**src/rtl/vga_dither_pkg.sv**
```systemverilog
// Shared constants and per-channel arithmetic for the 6-to-3 bit VGA ordered dither.
package vga_dither_pkg;

    localparam int unsigned IN_W  = 6;
    localparam int unsigned OUT_W = 3;

    // 4x4 Bayer matrix, indexed by {yi, xi}
    localparam logic [3:0] BAYER [16] = '{
        4'd0,  4'd8,  4'd2,  4'd10,
        4'd12, 4'd4,  4'd14, 4'd6,
        4'd3,  4'd11, 4'd1,  4'd9,
        4'd15, 4'd7,  4'd13, 4'd5
    };

    typedef struct packed {
        logic [IN_W-1:0] r;
        logic [IN_W-1:0] g;
        logic [IN_W-1:0] b;
    } pixel_t;

    typedef struct packed {
        logic [OUT_W-1:0] r;
        logic [OUT_W-1:0] g;
        logic [OUT_W-1:0] b;
    } pixel_out_t;

    // Round the low bits up against the threshold; saturate instead of wrapping at full scale.
    function automatic logic [OUT_W-1:0] dither_ch(input logic [IN_W-1:0] v,
                                                   input logic [2:0]      th,
                                                   input logic            en);
        logic [OUT_W-1:0] hi;
        logic [2:0]       lo;
        hi = v[IN_W-1:IN_W-OUT_W];
        lo = v[2:0];
        if (!en || hi == 3'd7) begin
            return hi;
        end
        return hi + {2'b00, (lo > th)};
    endfunction

endpackage

```
**src/rtl/vga_dither_6to3_if.sv**
```systemverilog
// Pixel-side bundle between the system VGA outputs, the dither block and the DAC pins.
interface vga_dither_6to3_if;
    import vga_dither_pkg::*;

    logic             CE;
    logic             DITHER_EN;
    logic [IN_W-1:0]  R_IN;
    logic [IN_W-1:0]  G_IN;
    logic [IN_W-1:0]  B_IN;
    logic             HSYNC_IN;
    logic             VSYNC_IN;
    logic [OUT_W-1:0] R_OUT;
    logic [OUT_W-1:0] G_OUT;
    logic [OUT_W-1:0] B_OUT;
    logic             HSYNC_OUT;
    logic             VSYNC_OUT;

    modport master (
        output CE, DITHER_EN, R_IN, G_IN, B_IN, HSYNC_IN, VSYNC_IN,
        input  R_OUT, G_OUT, B_OUT, HSYNC_OUT, VSYNC_OUT
    );

    modport slave (
        input  CE, DITHER_EN, R_IN, G_IN, B_IN, HSYNC_IN, VSYNC_IN,
        output R_OUT, G_OUT, B_OUT, HSYNC_OUT, VSYNC_OUT
    );

endinterface

```
**src/rtl/vga_sync_pos.sv**
```systemverilog
// Stage 1 of the dither pipeline: sync edge detection, X/Y/frame counters and matrix index.
module vga_sync_pos #(
    parameter bit SYNC_ACTIVE = 1'b0,
    parameter bit TEMPORAL    = 1'b1
) (
    input  logic       clk_i,
    input  logic       rst_i,
    input  logic       ce_i,
    input  logic       hsync_i,
    input  logic       vsync_i,
    output logic [1:0] xi_o,
    output logic [1:0] yi_o,
    output logic       hsync_o,
    output logic       vsync_o
);

    // hs_q/vs_q double as the stage-1 sync pipeline and the previous sample for edge detect
    logic       hs_q, vs_q;
    logic [1:0] x_q, x_d;
    logic [1:0] y_q, y_d;
    logic [1:0] f_q, f_d;
    logic [1:0] xi_q, xi_d;
    logic [1:0] yi_q, yi_d;
    logic       h_edge, v_edge;
    logic       hs_act;

    always_comb begin
        hs_act = (hsync_i == SYNC_ACTIVE);
        h_edge = hs_act && (hs_q != SYNC_ACTIVE);
        v_edge = (vsync_i == SYNC_ACTIVE) && (vs_q != SYNC_ACTIVE);

        x_d = x_q;
        if (h_edge) begin
            x_d = 2'd0;
        end else if (!hs_act) begin
            x_d = x_q + 2'd1;
        end

        y_d = y_q;
        if (v_edge) begin
            y_d = 2'd0;
        end else if (h_edge) begin
            y_d = y_q + 2'd1;
        end

        f_d = v_edge ? f_q + 2'd1 : f_q;

        // The pixel sampled now uses the position held before this cycle's update
        if (TEMPORAL) begin
            xi_d = x_q + {1'b0, f_q[0]};
            yi_d = y_q + {1'b0, f_q[1]};
        end else begin
            xi_d = x_q;
            yi_d = y_q;
        end
    end

    always_ff @(posedge clk_i or posedge rst_i) begin
        if (rst_i) begin
            hs_q <= ~SYNC_ACTIVE;
            vs_q <= ~SYNC_ACTIVE;
            x_q  <= 2'd0;
            y_q  <= 2'd0;
            f_q  <= 2'd0;
            xi_q <= 2'd0;
            yi_q <= 2'd0;
        end else if (ce_i) begin
            hs_q <= hsync_i;
            vs_q <= vsync_i;
            x_q  <= x_d;
            y_q  <= y_d;
            f_q  <= f_d;
            xi_q <= xi_d;
            yi_q <= yi_d;
        end
    end

    assign xi_o    = xi_q;
    assign yi_o    = yi_q;
    assign hsync_o = hs_q;
    assign vsync_o = vs_q;

endmodule

```
**src/rtl/vga_dither_6to3.sv**
```systemverilog
// Two-stage 4x4 ordered dither from 6-bit system colour to 3-bit DAC pins, syncs kept aligned.
module vga_dither_6to3 import vga_dither_pkg::*; #(
    parameter bit SYNC_ACTIVE = 1'b0,
    parameter bit TEMPORAL    = 1'b1
) (
    input  logic               CLK,
    input  logic               RST,
    vga_dither_6to3_if.slave   bus
);

    pixel_t     s1_q;
    pixel_out_t s2_q, s2_d;
    logic       hs2_q, vs2_q;
    logic       hs1, vs1;
    logic [1:0] xi, yi;
    logic [3:0] t_val;
    logic [2:0] th;

    vga_sync_pos #(
        .SYNC_ACTIVE(SYNC_ACTIVE),
        .TEMPORAL   (TEMPORAL)
    ) u_sync_pos (
        .clk_i  (CLK),
        .rst_i  (RST),
        .ce_i   (bus.CE),
        .hsync_i(bus.HSYNC_IN),
        .vsync_i(bus.VSYNC_IN),
        .xi_o   (xi),
        .yi_o   (yi),
        .hsync_o(hs1),
        .vsync_o(vs1)
    );

    // DITHER_EN is applied live to the pixel moving from stage 1 into stage 2
    always_comb begin
        t_val  = BAYER[{yi, xi}];
        th     = t_val[3:1];
        s2_d.r = dither_ch(s1_q.r, th, bus.DITHER_EN);
        s2_d.g = dither_ch(s1_q.g, th, bus.DITHER_EN);
        s2_d.b = dither_ch(s1_q.b, th, bus.DITHER_EN);
    end

    always_ff @(posedge CLK or posedge RST) begin
        if (RST) begin
            s1_q  <= '0;
            s2_q  <= '0;
            hs2_q <= ~SYNC_ACTIVE;
            vs2_q <= ~SYNC_ACTIVE;
        end else if (bus.CE) begin
            s1_q  <= '{r: bus.R_IN, g: bus.G_IN, b: bus.B_IN};
            s2_q  <= s2_d;
            hs2_q <= hs1;
            vs2_q <= vs1;
        end
    end

    assign bus.R_OUT     = s2_q.r;
    assign bus.G_OUT     = s2_q.g;
    assign bus.B_OUT     = s2_q.b;
    assign bus.HSYNC_OUT = hs2_q;
    assign bus.VSYNC_OUT = vs2_q;

endmodule
```
**src/flat_wrapper.sv**
```systemverilog
// flat-port wrapper written by rule: the top's interface ports become plain ports
module vga_dither_6to3_flat import vga_dither_pkg::*;
#(
    parameter bit SYNC_ACTIVE = 1'b0,
    parameter bit TEMPORAL    = 1'b1
)
  (CLK, RST, bus_CE, bus_DITHER_EN, bus_R_IN, bus_G_IN, bus_B_IN, bus_HSYNC_IN, bus_VSYNC_IN, bus_R_OUT, bus_G_OUT, bus_B_OUT, bus_HSYNC_OUT, bus_VSYNC_OUT);
  vga_dither_6to3_if bus_i ();
  input  logic CLK;
  input  logic RST;
  input wire logic [$bits(bus_i.CE)-1:0] bus_CE;
  input wire logic [$bits(bus_i.DITHER_EN)-1:0] bus_DITHER_EN;
  input wire logic [$bits(bus_i.R_IN)-1:0] bus_R_IN;
  input wire logic [$bits(bus_i.G_IN)-1:0] bus_G_IN;
  input wire logic [$bits(bus_i.B_IN)-1:0] bus_B_IN;
  input wire logic [$bits(bus_i.HSYNC_IN)-1:0] bus_HSYNC_IN;
  input wire logic [$bits(bus_i.VSYNC_IN)-1:0] bus_VSYNC_IN;
  output wire logic [$bits(bus_i.R_OUT)-1:0] bus_R_OUT;
  output wire logic [$bits(bus_i.G_OUT)-1:0] bus_G_OUT;
  output wire logic [$bits(bus_i.B_OUT)-1:0] bus_B_OUT;
  output wire logic [$bits(bus_i.HSYNC_OUT)-1:0] bus_HSYNC_OUT;
  output wire logic [$bits(bus_i.VSYNC_OUT)-1:0] bus_VSYNC_OUT;
  assign bus_i.CE = bus_CE;
  assign bus_i.DITHER_EN = bus_DITHER_EN;
  assign bus_i.R_IN = bus_R_IN;
  assign bus_i.G_IN = bus_G_IN;
  assign bus_i.B_IN = bus_B_IN;
  assign bus_i.HSYNC_IN = bus_HSYNC_IN;
  assign bus_i.VSYNC_IN = bus_VSYNC_IN;
  assign bus_R_OUT = bus_i.R_OUT;
  assign bus_G_OUT = bus_i.G_OUT;
  assign bus_B_OUT = bus_i.B_OUT;
  assign bus_HSYNC_OUT = bus_i.HSYNC_OUT;
  assign bus_VSYNC_OUT = bus_i.VSYNC_OUT;
  vga_dither_6to3 #(.SYNC_ACTIVE(SYNC_ACTIVE), .TEMPORAL(TEMPORAL)) u_core (.CLK(CLK), .RST(RST), .bus(bus_i));
endmodule
```
**config.mk**
```make
export PLATFORM = sky130hd
export DESIGN_NAME = vga_dither_6to3_flat
export DESIGN_NICKNAME = d
export VERILOG_FILES = /design/src/rtl/vga_dither_pkg.sv /design/src/rtl/vga_dither_6to3_if.sv /design/src/rtl/vga_sync_pos.sv /design/src/rtl/vga_dither_6to3.sv /design/src/flat_wrapper.sv
export SDC_FILE = /design/constraint.sdc
export NUM_CORES = 1
export LEC_CHECK = 0
export BUFFER_PORTS_ARGS = -buffer_cell sky130_fd_sc_hd__buf_4
export CAP_MARGIN = 5
export CORE_ASPECT_RATIO = 1.1
export CORE_MARGIN = 4
export CORE_UTILIZATION = 37
export DETAILED_ROUTE_END_ITERATION = 16
export PLACE_DENSITY = 0.64
export SETUP_SLACK_MARGIN = 0.05
export SLEW_MARGIN = 10
export SYNTH_ARGS = -nofsm -noshare
export SYNTH_HDL_FRONTEND = slang
export SYNTH_SLANG_ARGS = --single-unit
```
**constraint.sdc**
```tcl
create_clock -name CLK -period 4.4 [get_ports CLK]
set_clock_uncertainty 0.15 [all_clocks]
set_input_delay 0.22 -clock CLK [delete_from_list [all_inputs] [get_ports CLK]]
set_output_delay 0.22 -clock CLK [all_outputs]
set_load 0.02 [all_outputs]
```
; Yosys cells after proc, flatten, opt, wreduce, memory -nomap -nowiden
; Memory sizes are Yosys's and may differ from the RTL's.
; Index checks and enable logic that the tools add are counted.
[totals]
romBits = 64
latchBits = 0
ram_bits = 0
n_memories = 1
wordCells = 60
out_inout_bits = 11
ff_bits = 41
in_bits = 24
[classes]
multipliers = 0
shift = 0
bitwise = 3
order_cmp = 4
muxes = 15
eq_ne = 3
n_div = 0
add_sub_neg = 8
n_reduce_logical = 11
[mem_list]
columns = memory, depth, word_bits, read_ports, rd_ports_with_merged_regs, write_ports, line
row1 = (name not given), 16, 4, 1, 0, 0, vga_dither_6to3.sv:36  ; t_val = BAYER[{yi, xi}];
[ops]
columns = cell, count
row1 = $mux W3, 6
row2 = $add A3 B1 Y3, 3
row3 = $eq A3 B3 Y1 const B, 3
row4 = $gt A3 B3 Y1, 3
row5 = $mux W2, 4
row6 = $mux W4, 2
row7 = $add A2 B1 Y2 const B, 3
row8 = $reduce_and A2 Y1, 3
row9 = $ge A5 B5 Y1 const B, 1
row10 = $not A4 Y5, 1
row11 = $add A2 B1 Y2, 2
row12 = $reduce_bool A2 Y1, 2
row13 = $logic_or A1 B1 Y1, 3
row14 = $mux W1, 3
row15 = $logic_and A1 B1 Y1, 2
row16 = $not A1 Y1, 2
row17 = $logic_not A1 Y1, 1

; Depth between registers and ports, before layout
; Gate-level depths: netlist (run 1).
[logic_depth]
word_depth = 7
mapped_depth = 10
mapped_depth_nobuf = 10

; Hierarchy
; Synthesis (run 1) repeated with hierarchy kept, for this count alone.
[unflattened]
cells_unflattened = 177
hier_area_um2 = 2082.0
[modules_own_cells]
columns = module, cells_per_inst, n_inst, area_per_inst_um2
row1 = vga_dither_6to3, 129, 1, 1508.9
row2 = vga_sync_pos, 48, 1, 573.0

; Least setup slack after synthesis (run 1)
; Ideal clock, no wire load.
[synth_path]
path_type = register to register
from = register u_core.u_sync_pos.yi_q[0] (netlist: u_core.u_sync_pos.yi_o[0])
to = register u_core.s2_q (netlist bit u_core.bus.G_OUT[2])
period_less_slack_ns = 2.085
path_stages_with_launch = 9
setup_ns = 0.125
path_slack_ns = 2.315
required_time_ns = 4.125
t_arrival_ns = 1.811
n_path_buf = 0
cell_sequence = dfrtp_1 > xnor2_1 > ha_1 > a32oi_1 > ha_1 > ha_1 > and3_1 > a21oi_1 > mux2_2
[synth_via]
elab_chain_cells = 7
[synth_lines]
columns = element, line
row1 = start: declaration, vga_sync_pos.sv:23  ; logic [1:0] yi_q, yi_d;
row2 = start signal: assignment, vga_sync_pos.sv:74  ; yi_q <= yi_d;
row3 = $not A4 Y5 (implied by the code), vga_dither_6to3.sv:36
row4 = $mem_v2 Z16 W4, --
row5 = $mux W4 (implied by the code) (2 in series), vga_dither_6to3.sv:36
row6 = $gt A3 B3 Y1, vga_dither_pkg.sv:38  ; return hi + {2'b00, (lo > th)};
row7 = $add A3 B1 Y3, vga_dither_pkg.sv:38
row8 = $mux W3, vga_dither_pkg.sv:38
row9 = end signal: assignment, vga_dither_6to3.sv:46  ; s2_q <= '0;
row10 = end signal: assignment, vga_dither_6to3.sv:51  ; s2_q <= s2_d;
row11 = end: declaration, vga_dither_6to3.sv:12  ; pixel_out_t s2_q, s2_d;
; Every way passes these cells. The select of a mux whose other input is x is not followed.
; A chain may end at the register's enable or synchronous reset.

; Worst setup path after layout (run 1)
[layout_path]
from = register u_core.u_sync_pos.yi_q[0] (netlist: u_core.u_sync_pos.yi_o[0])
to = register u_core.s2_q (netlist bit u_core.bus.B_OUT[2])
; The elaborated chain is that of the path after synthesis.

==> impl_metrics.json, run 1 <==
{
  "rsz0062_at_grt": "no",
  "highest_layer": "met4",
  "crit_arrival_ps": 2370,
  "post-route-drc-count": 0,
  "max_freq_ghz": 0.4268,
  "slew_headroom_pct": 62.93,
  "path_class": "reg2reg",
  "ctsHoldBuffers": 8,
  "gp_congestion": 0.7518,
  "grt_overflow": 0,
  "yosysWarnings": 0,
  "synth_seq_cells": 41,
  "report.final.hold_viol_count": 0,
  "powerDensity_nw_per_um2": 485.7,
  "antenna_found_initial": 0,
  "crit_buf_inv": 0,
  "path_clk_slew_ps": 70,
  "setup_tns_ps": 0,
  "grt_pass1_wl_um": 6486,
  "nFillCells": 512,
  "area_growth_pct": 23.98,
  "drive_above_1_share_pct": 29.57,
  "wire_per_inst_um": 12.07,
  "hold_path.class": "in2reg",
  "switching_share_pct": 33.50,
  "initial_core_util_pct": 38.34,
  "core_um2": 5430,
  "r2r_slack_ps": 2060,
  "stdcell_area_um2": 2581,
  "pin_count": 35,
  "critPathTopFamily": "adder cells",
  "ant_nets": 0,
  "routed_via_density": 4.711,
  "tightest_slew_ps": 556.0,
  "wl_met2_um": 1755,
  "clockBufferDepth": 2,
  "cts-htree-levels": 2,
  "clock_latency_ps": 290,
  "p_seq_share_pct": 42.0,
  "layout_commonest_cell": "dfrtp_1",
  "fp.dieW_um": 79.52,
  "setup_viol": 0,
  "cpMostUsedCell": "ha_1",
  "synth_edf_count": 0,
  "synthArstFlopShare_pct": 100.0,
  "cts_buffers": 5,
  "fin_crit_sh_pct": 53.25,
  "dieArea_um2": 6892,
  "wl_um": 3681,
  "p_int_uw": 833.7,
  "ys_seq_area_share_pct": 49.52,
  "p_switching_uw": 420.0,
  "wl_met1_um": 1721,
  "final_cell_mix": "dfrtp_1, buf_4, mux2_2",
  "drtPass1Iterations": 6,
  "placed_cell_area_um2": 2395,
  "crit_required_ps": 4420,
  "port_buffers": 34,
  "synth.distinct_cells": 30,
  "grt_pass1_vias": 1427,
  "outcome": "finished, final reports clean",
  "crit_fanout": 3,
  "cap_violations": 0,
  "p_leak_nw": 1.210,
  "end_kind": "flop",
  "routed-wl-met3_um": 143,
  "n_antenna_cell": 0,
  "syn_inst": 185,
  "slew_violations": 0,
  "hpwlAfterDp_um": 2579,
  "clkSinkCount": 41,
  "cts_resized": 0,
  "ys.flop_type": "dfrtp_1",
  "num_rows": 28,
  "start_kind": "flop",
  "die_h_um": 86.68,
  "slowest_delay_ps": 390,
  "path_cells": "xnor2_1 -> ha_1 -> a32oi_1 -> ha_1 -> ha_1 -> and3_1 -> a21oi_1 -> mux2_2",
  "clockRootBuffer": "clkbuf_8",
  "num_vias": 1437,
  "post_cts_buffers": 0,
  "grt_usage_pct": 12.18,
  "pwr-share-comb_pct": 38.6,
  "syn_area_per_cell_um2": 11.25,
  "cp_slowest_cell": "dfrtp_1",
  "syn_area_um2": 2082,
  "irDropWorstVdd_mv": 0.2236,
  "clockPowerShare_pct": 19.4,
  "nets": 271,
  "cts_tree": "yes",
  "drt_iter0_drc": 71,
  "grt_max_degree": 57,
  "hold_ws_ps": 13.57,
  "post-route-min-period_ps": 2343,
  "synth_fp_nets": 226
}
## metal layers
metal	vias to the layer above	track usage, %
met1	672	15.34
met3	4	3.534
met2	23	19.06
li1	738	-
met4	0	6.094
met5	-	0
## cell families after synthesis
| group | after synthesis | synth area share [%] |
|---|---|---|
| multiplexers | 22 | 11.78 |
| AO/OA/AOI/OAI | 39 | 10.70 |
| XOR/XNOR | 6 | 2.524 |
| buffers and inverters | 25 | 5.348 |
| adder cells (fa/ha/maj) | 17 | 10.22 |
| AND/OR/NAND/NOR | 35 | 9.915 |
| flip-flops | 41 | 49.52 |
## power by group through the flow
stage / logic [mW] / registers [mW] / clock network (mW)
2_1_floorplan: 0.317 / 0.554 / 0
3_3_place_gp: 0.474 / 0.533 / 0
3_5_place_dp: 0.483 / 0.535 / 0
4_1_cts: 0.491 / 0.528 / 0.257
5_1_grt: 0.553 / 0.541 / 0.275
6_report: 0.484 / 0.527 / 0.243
## per-stage QoR
step	util [%]	cells	power (mW)	setup WS [ps]
2_1_floorplan	-	185	0.8710	2315
3_3_place_gp	44.10	288	1.007	2120
3_5_place_dp	44.10	288	1.019	2080
4_1_cts	47.17	303	1.276	2056
5_1_grt	47.53	305	1.369	1836
6_report	47.53	305	1.254	2057
## area by class of cell
class,count,area (um^2),area share [%]
Tap cell,75,93.84,3.635
Sequential cell,41,1031,39.94
Multi-Input combinational cell,119,939.7,36.40
Inverter,18,67.56,2.618
Clock buffer,7,86.33,3.345
Timing Repair Buffer,45,362.8,14.06
## worst paths after layout
kind | from | to | cells after the start
max in group asynchronous | RST | u_core.u_sync_pos.hsync_o | 4
max | u_core.u_sync_pos.yi_o[0] | u_core.bus.B_OUT[2] | 8
min | bus_B_IN[5] | u_core.s1_q[5] | 2
min in group asynchronous | RST | u_core.s1_q[1] | 4
min reg2reg | u_core.bus.VSYNC_OUT | u_core.bus.VSYNC_OUT | 2
max reg2reg | u_core.u_sync_pos.yi_o[0] | u_core.bus.B_OUT[2] | 8
## cells in the mapped netlist (2+ instances only)
cell type | instances | area (um^2)
dfstp_2 | 4 | 105.1
mux2i_1 | 2 | 20.02
and3_1 | 5 | 31.28
a32oi_1 | 3 | 26.28
ha_1 | 17 | 212.7
o21ai_0 | 16 | 80.08
o22ai_1 | 8 | 50.05
xnor2_1 | 3 | 26.28
a21oi_1 | 9 | 45.04
nand2_1 | 9 | 33.78
mux2_2 | 20 | 225.2
xor2_1 | 3 | 26.28
nor3b_1 | 6 | 45.04
buf_2 | 4 | 20.02
nor2_1 | 4 | 15.01
nor2b_1 | 5 | 31.28
inv_1 | 18 | 67.56
dfrtp_1 | 37 | 925.9
## worst reg2reg max path: stages (launching register included)
cell and delay, ps:
dfrtp_1 390, xnor2_1 280, ha_1 300, a32oi_1 290
ha_1 200, ha_1 150, and3_1 160, a21oi_1 60
mux2_2 250
## sequential cells by signal, indices dropped and copies added, names as in the netlist, 3 cells and up
signal / count
u_core.s1_q: 18
u_core.bus.B_OUT: 3
u_core.bus.R_OUT: 3
u_core.bus.G_OUT: 3
No activity file was read; power rests on OpenSTA's default activity.
==> run 2, diff against run 1 <==
ABC_AREA = 1   (was not set)
clock period = 2.26 ns   (was 4.4 ns; I/O delays follow)
==> run 2 against run 1 <==
- clock power grew to 2.6 times the previous value
- sequential share of layout area is 3.8 points lower
- non-clock buffer count grew 13
- worst setup slack worse by 2000 ps
- total power rose by 120%
- design area increased by 11%
- largest cell class is now multi-input combinational cells
==> impl_metrics.json, run 2 <==
{
  "initial_core_util_pct": 38.67,
  "path_class": "reg2reg",
  "hpwlAfterDp_um": 2906,
  "cts_tree": "yes",
  "top_register": "u_core.s1_q",
  "antenna_found_initial": 0,
  "max_freq_ghz": 0.4598,
  "yosysWarnings": 0,
  "powerDensity_nw_per_um2": 982.1,
  "ys.flop_type": "dfrtp_1",
  "drive_above_1_share_pct": 22.59,
  "nets": 341,
  "routed_via_density": 4.654,
  "grt_pass1_wl_um": 7886,
  "place_inst": 345,
  "layout.cells.non_filler": 376,
  "worstHoldStart": "bus_DITHER_EN",
  "largest_reg_flops": 18,
  "final_cell_mix": "nand2_1, buf_4, dfrtp_1",
  "cap_violations": 0,
  "slew_headroom_pct": 62.37,
  "synth_top_cell_by_area": "dfrtp_1",
  "outcome": "finished, final reports clean",
  "wl_um": 4435,
  "ys_top_cells_by_area": "dfrtp_1, nand2_1, ha_1, dfstp_2, o21ai_0",
  "end_kind": "flop",
  "post-route-drc-count": 0,
  "synthMostInstantiatedCell": "nand2_1",
  "ys_seq_area_share_pct": 48.79,
  "synth_seq_cells": 41,
  "cts-htree-levels": 2,
  "num_rows": 28,
  "stdcell_area_um2": 2854,
  "start_kind": "flop",
  "wire_per_inst_um": 11.80,
  "rsz0062_at_grt": "yes",
  "crit_arrival_ps": 2220,
  "cts_buffers": 5,
  "synth_edf_count": 0,
  "synthArstFlopShare_pct": 100.0,
  "report.final.hold_viol_count": 0,
  "core_um2": 5465,
  "post-route-min-period_ps": 2175,
  "path_clk_slew_ps": 80,
  "clkSinkCount": 41,
  "min_path_cells": 4,
  "num_vias": 1750,
  "syn_area_um2": 2113,
  "reg2regPathDepth": 9,
  "clock_latency_ps": 300,
  "layout_commonest_cell": "nand2_1",
  "port_buffers": 34,
  "die_h_um": 87.27,
  "fp.dieW_um": 80.06,
  "synth.distinct_cells": 20,
  "crit_fanout": 3,
  "hold_path.class": "in2reg",
  "ant_nets": 0,
  "placed_cell_area_um2": 2409,
  "p_leak_nw": 1.424,
  "area_growth_pct": 35.05,
  "tightest_slew_ps": 563.7,
  "synth_fp_nets": 284,
  "clockRootBuffer": "clkbuf_8",
  "dieArea_um2": 6986,
  "clockBufferDepth": 2,
  "syn_inst": 243,
  "slew_violations": 0,
  "yosys.area.top_type_share_pct": 43.81,
  "drtPass1Iterations": 4,
  "grt_pass1_vias": 1746,
  "setup_viol": 0,
  "grt_overflow": 0,
  "n_antenna_cell": 0,
  "postLayoutCoreUtil_pct": 52.22,
  "grt_max_degree": 42,
  "grt_usage_pct": 14.39,
  "irDropWorstVdd_mv": 0.4170,
  "fin_crit_sh_pct": 96.23,
  "crit_required_ps": 2310,
  "gp_congestion": 0.7320,
  "synth_common_cells": "nand2_1, dfrtp_1, inv_1",
  "syn_area_per_cell_um2": 8.697,
  "startpoint": "u_core.u_sync_pos.xi_o[0]",
  "drt_iter0_drc": 56,
  "pin_count": 35,
  "rr_startpoint": "u_core.u_sync_pos.xi_o[0]"
}
[run 2: changes by cell type in the layout (fill, tap and decap cells not counted), moves of 6 or more]
cell	change
mux2_2	-20
dlygate4sd3_1	+11
nand2_1	+80
nand3b_1	+8
nand3_1	+8
o22ai_1	-8
nor3b_1	-6
[run 2: metrics by stage]
stage                     setup TNS [ps]  power, mW  hold WS (ps)  setup slack, ps
after floorplan                        0      1.637         75.87            236.9
after CTS                              0      2.585         18.30            51.85
after global placement                 0      1.867         134.8            56.09
after detailed placement          -50.26      1.905         140.8           -40.79
final                                  0      2.803         33.95            85.30
after global routing              -62.46      3.035         46.37           -42.69
[run 2: worst max-delay path, cell delays in order, from the launching register on]
cell and delay (ps):
dfrtp_1 410, xnor2_2 260, ha_1 310, and3_4 170, a21oi_4 120, ha_2 210
ha_4 190, nand3b_1 140, nand2_1 70, nand2_1 50
[run 2: layout make-up]
cell class / count / area (um^2)
repair buffers: 58 / 488.0
flip-flops and latches: 41 / 1031
well taps: 75 / 93.84
clock buffers: 6 / 82.58
fillers: 544 / 2611
clock inverters: 2 / 37.54
multi-input cells: 172 / 1039
inverters: 22 / 82.58
[run 2: repair_timing]
item                                    4_1_cts  5_1_grt
resized for setup                             1       17
pin swaps                                     0       10
hold endpoints to repair                     58        0
buffers inserted                              0        2
hold buffers                                 21        0
endpoints found under the setup margin        5        7
[run 2: logic make-up after synthesis]
logic type      synth area share, %
compound gates                7.697
xor+xnor                      2.487
fa+ha+maj                     10.06
buf+inv                       6.809
flops                         48.79
simple gates                  24.16
[run 2: layer usage]
| layer | up-vias | wire length [um] | global-route usage (%) | share of wire, % |
|---|---|---|---|---|
| met1 | 808 | 2121 | 19.03 | 48 |
| met4 | 0 | 93 | 5.376 | 2.1 |
| met2 | 37 | 2023 | 23.12 | 46 |
| met3 | 8 | 196 | 3.106 | 4.4 |
| met5 | - | 0 | 0 | 0 |
| li1 | 897 | - | - | - |
[run 2: report_power, final]
group	internal, mW	switching [mW]
clock	0.359	0.263
sequential	0.888	0.116
combinational	0.609	0.569
[run 2: path summary, 6_finish.rpt]
check / end / slack (ps)
worst max-delay path: u_core.bus.B_OUT[1] / 90
worst min-delay path: u_core.bus.G_OUT[1] / 30
worst max register to register: u_core.bus.B_OUT[1] / 90
worst min register to register: u_core.bus.HSYNC_OUT / 320
max in group asynchronous: u_core.u_sync_pos.vsync_o / 1230
min in group asynchronous: u_core.bus.G_OUT[2] / 340
==> run 3, diff against run 2 <==
HOLD_SLACK_MARGIN = 0.06   (was not set)
==> run 3 against run 2 <==
- fmax up 0.33%
- worst setup slack improved by 7.1 ps
- critical path type unchanged
- non-clock buffer count up 1
- largest power group unchanged
- design area is 0.44% higher
- total power about the same
- cell count grew 0.53%
- worst hold slack better by 38 ps
- sequential power hardly changed
- die area is the same
- largest cell class unchanged
- count of clock-buffer cells in the layout stayed put
- global-route usage hardly changed
==> impl_metrics.json, run 3 (synthesis gave the netlist of run 2 again) <==
{
  "outcome": "finished, final reports clean",
  "routed_via_density": 4.653,
  "irDropWorstVdd_mv": 0.4168,
  "initial_core_util_pct": 38.67,
  "path_clk_slew_ps": 90,
  "wire_per_inst_um": 11.83,
  "end_kind": "flop",
  "placed_cell_area_um2": 2409,
  "drtPass1Iterations": 4,
  "hold_path.class": "in2reg",
  "port_buffers": 34,
  "pin_count": 35,
  "cap_violations": 0,
  "crit_arrival_ps": 2220,
  "gp_congestion": 0.7320,
  "wl_um": 4470,
  "drive_above_1_share_pct": 22.52,
  "fp.dieW_um": 80.06,
  "hold_end": "u_core.u_sync_pos.vsync_o",
  "slew_violations": 0,
  "r2r_slack_ps": 90,
  "path_class": "reg2reg",
  "area_growth_pct": 35.64,
  "tightest_slew_ps": 568.0,
  "start_kind": "flop",
  "num_vias": 1759,
  "clkSinkCount": 41,
  "slew_headroom_pct": 62.08,
  "layout_commonest_cell": "nand2_1",
  "grt_pass1_vias": 1764,
  "final_cell_mix": "nand2_1, buf_4, dfrtp_1",
  "rr_startpoint": "u_core.u_sync_pos.xi_o[0]",
  "rr_endpoint": "u_core.bus.B_OUT[1]",
  "drt_iter0_drc": 43,
  "postLayoutCoreUtil_pct": 52.45,
  "reg2regPathDepth": 9,
  "powerDensity_nw_per_um2": 978.3,
  "report.final.hold_viol_count": 0,
  "fin_crit_sh_pct": 95.91,
  "ant_nets": 0,
  "multi_input_area_um2": 1039,
  "nets": 342,
  "antenna_found_initial": 1,
  "clockRootBuffer": "clkbuf_8",
  "post-route-min-period_ps": 2168,
  "p_leak_nw": 1.429,
  "post-route-worst-setup-slack_ps": 92.44,
  "grt_max_degree": 42,
  "setup_tns_ps": 0,
  "setup_viol": 0,
  "hpwlAfterDp_um": 2906,
  "clock_latency_ps": 300,
  "place_ws_ps": -40.79,
  "clockBufferDepth": 2,
  "cts_buffers": 5,
  "worstHoldStart": "bus_CE",
  "min_path_cells": 3,
  "num_rows": 28,
  "grt_usage_pct": 14.41,
  "die_h_um": 87.27,
  "cts_tree": "yes",
  "stdcell_area_um2": 2867,
  "cts-htree-levels": 2,
  "grt_overflow": 0,
  "final-seq-area_um2": 1031,
  "crit_required_ps": 2310,
  "top_register": "u_core.s1_q",
  "nFillCells": 546,
  "crit_fanout": 3,
  "max_freq_ghz": 0.4613,
  "core_um2": 5465,
  "post-route-drc-count": 0,
  "largest_reg_flops": 18,
  "rsz0062_at_grt": "yes",
  "grt_pass1_wl_um": 7914,
  "dieArea_um2": 6986
}
## run 3: changes by cell type in the layout (fill, tap and decap cells not counted)
cell           previous run  this run
dlygate4sd3_1            21        22
diode_2                   0         1
## run 3: what timing repair did
action / CTS / global route
endpoints found under the hold margin: 70 / 0
pin swaps: 0 / 10
buffers inserted: 0 / 2
resized for setup: 1 / 17
gates cloned: 0 / 0
hold buffers: 22 / 0
endpoints found under the setup margin: 5 / 7
## run 3: worst max-delay path by stage
stage / from / to / depth (start not counted)
final: u_core.u_sync_pos.xi_o[0] / u_core.bus.B_OUT[1] / 9
after global routing: u_core.u_sync_pos.xi_o[0] / u_core.bus.B_OUT[2] / 11
after CTS: u_core.u_sync_pos.yi_o[0] / u_core.bus.B_OUT[1] / 9
after detailed placement: u_core.u_sync_pos.yi_o[0] / u_core.bus.B_OUT[1] / 9
after global placement: u_core.u_sync_pos.yi_o[0] / u_core.bus.B_OUT[1] / 9
after floorplan: u_core.u_sync_pos.yi_o[0] / u_core.bus.G_OUT[1] / 9
## run 3: worst max-delay path, cell delays in order (launching register included)
cell and delay [ps]:
dfrtp_1 410, xnor2_2 250, ha_1 310, and3_4 170, a21oi_4 120, ha_2 210, ha_4 190, nand3b_1 140
nand2_1 70, nand2_1 50
## run 3: area by class of cell
class / instances / share of cell area [%]
antenna: 1 / 0.08730
tap: 75 / 3.274
timing repair buffer: 59 / 17.37
sequential: 41 / 35.97
clock inverter: 2 / 1.309
clock buffer: 6 / 2.881
inverter: 22 / 2.881
multi-input combinational: 172 / 36.23
## run 3: per-layer routing
| layer | part of all wire, % | track usage (%) | vias up |
|---|---|---|---|
| li1 | - | - | 900 |
| met1 | 47 | 18.70 | 819 |
| met2 | 46 | 23.57 | 32 |
| met3 | 4.2 | 3.106 | 8 |
| met4 | 2.1 | 5.376 | 0 |
| met5 | 0 | 0 | - |
## run 3: where the power goes
part | switching (mW) | internal [mW] | total [mW] | leakage, nW
Clock | 0.264 | 0.359 | 0.623 | 0.0574
Combinational | 0.568 | 0.609 | 1.18 | 0.876
Sequential | 0.116 | 0.888 | 1.00 | 0.495
## run 3: per-stage QoR
step	hold WS, ps	power, mW	instances
2_1_floorplan	75.87	1.637	243
3_3_place_gp	134.8	1.867	345
3_5_place_dp	140.8	1.905	345
4_1_cts	63.80	2.586	375
5_1_grt	96.93	3.037	378
6_report	71.89	2.804	378
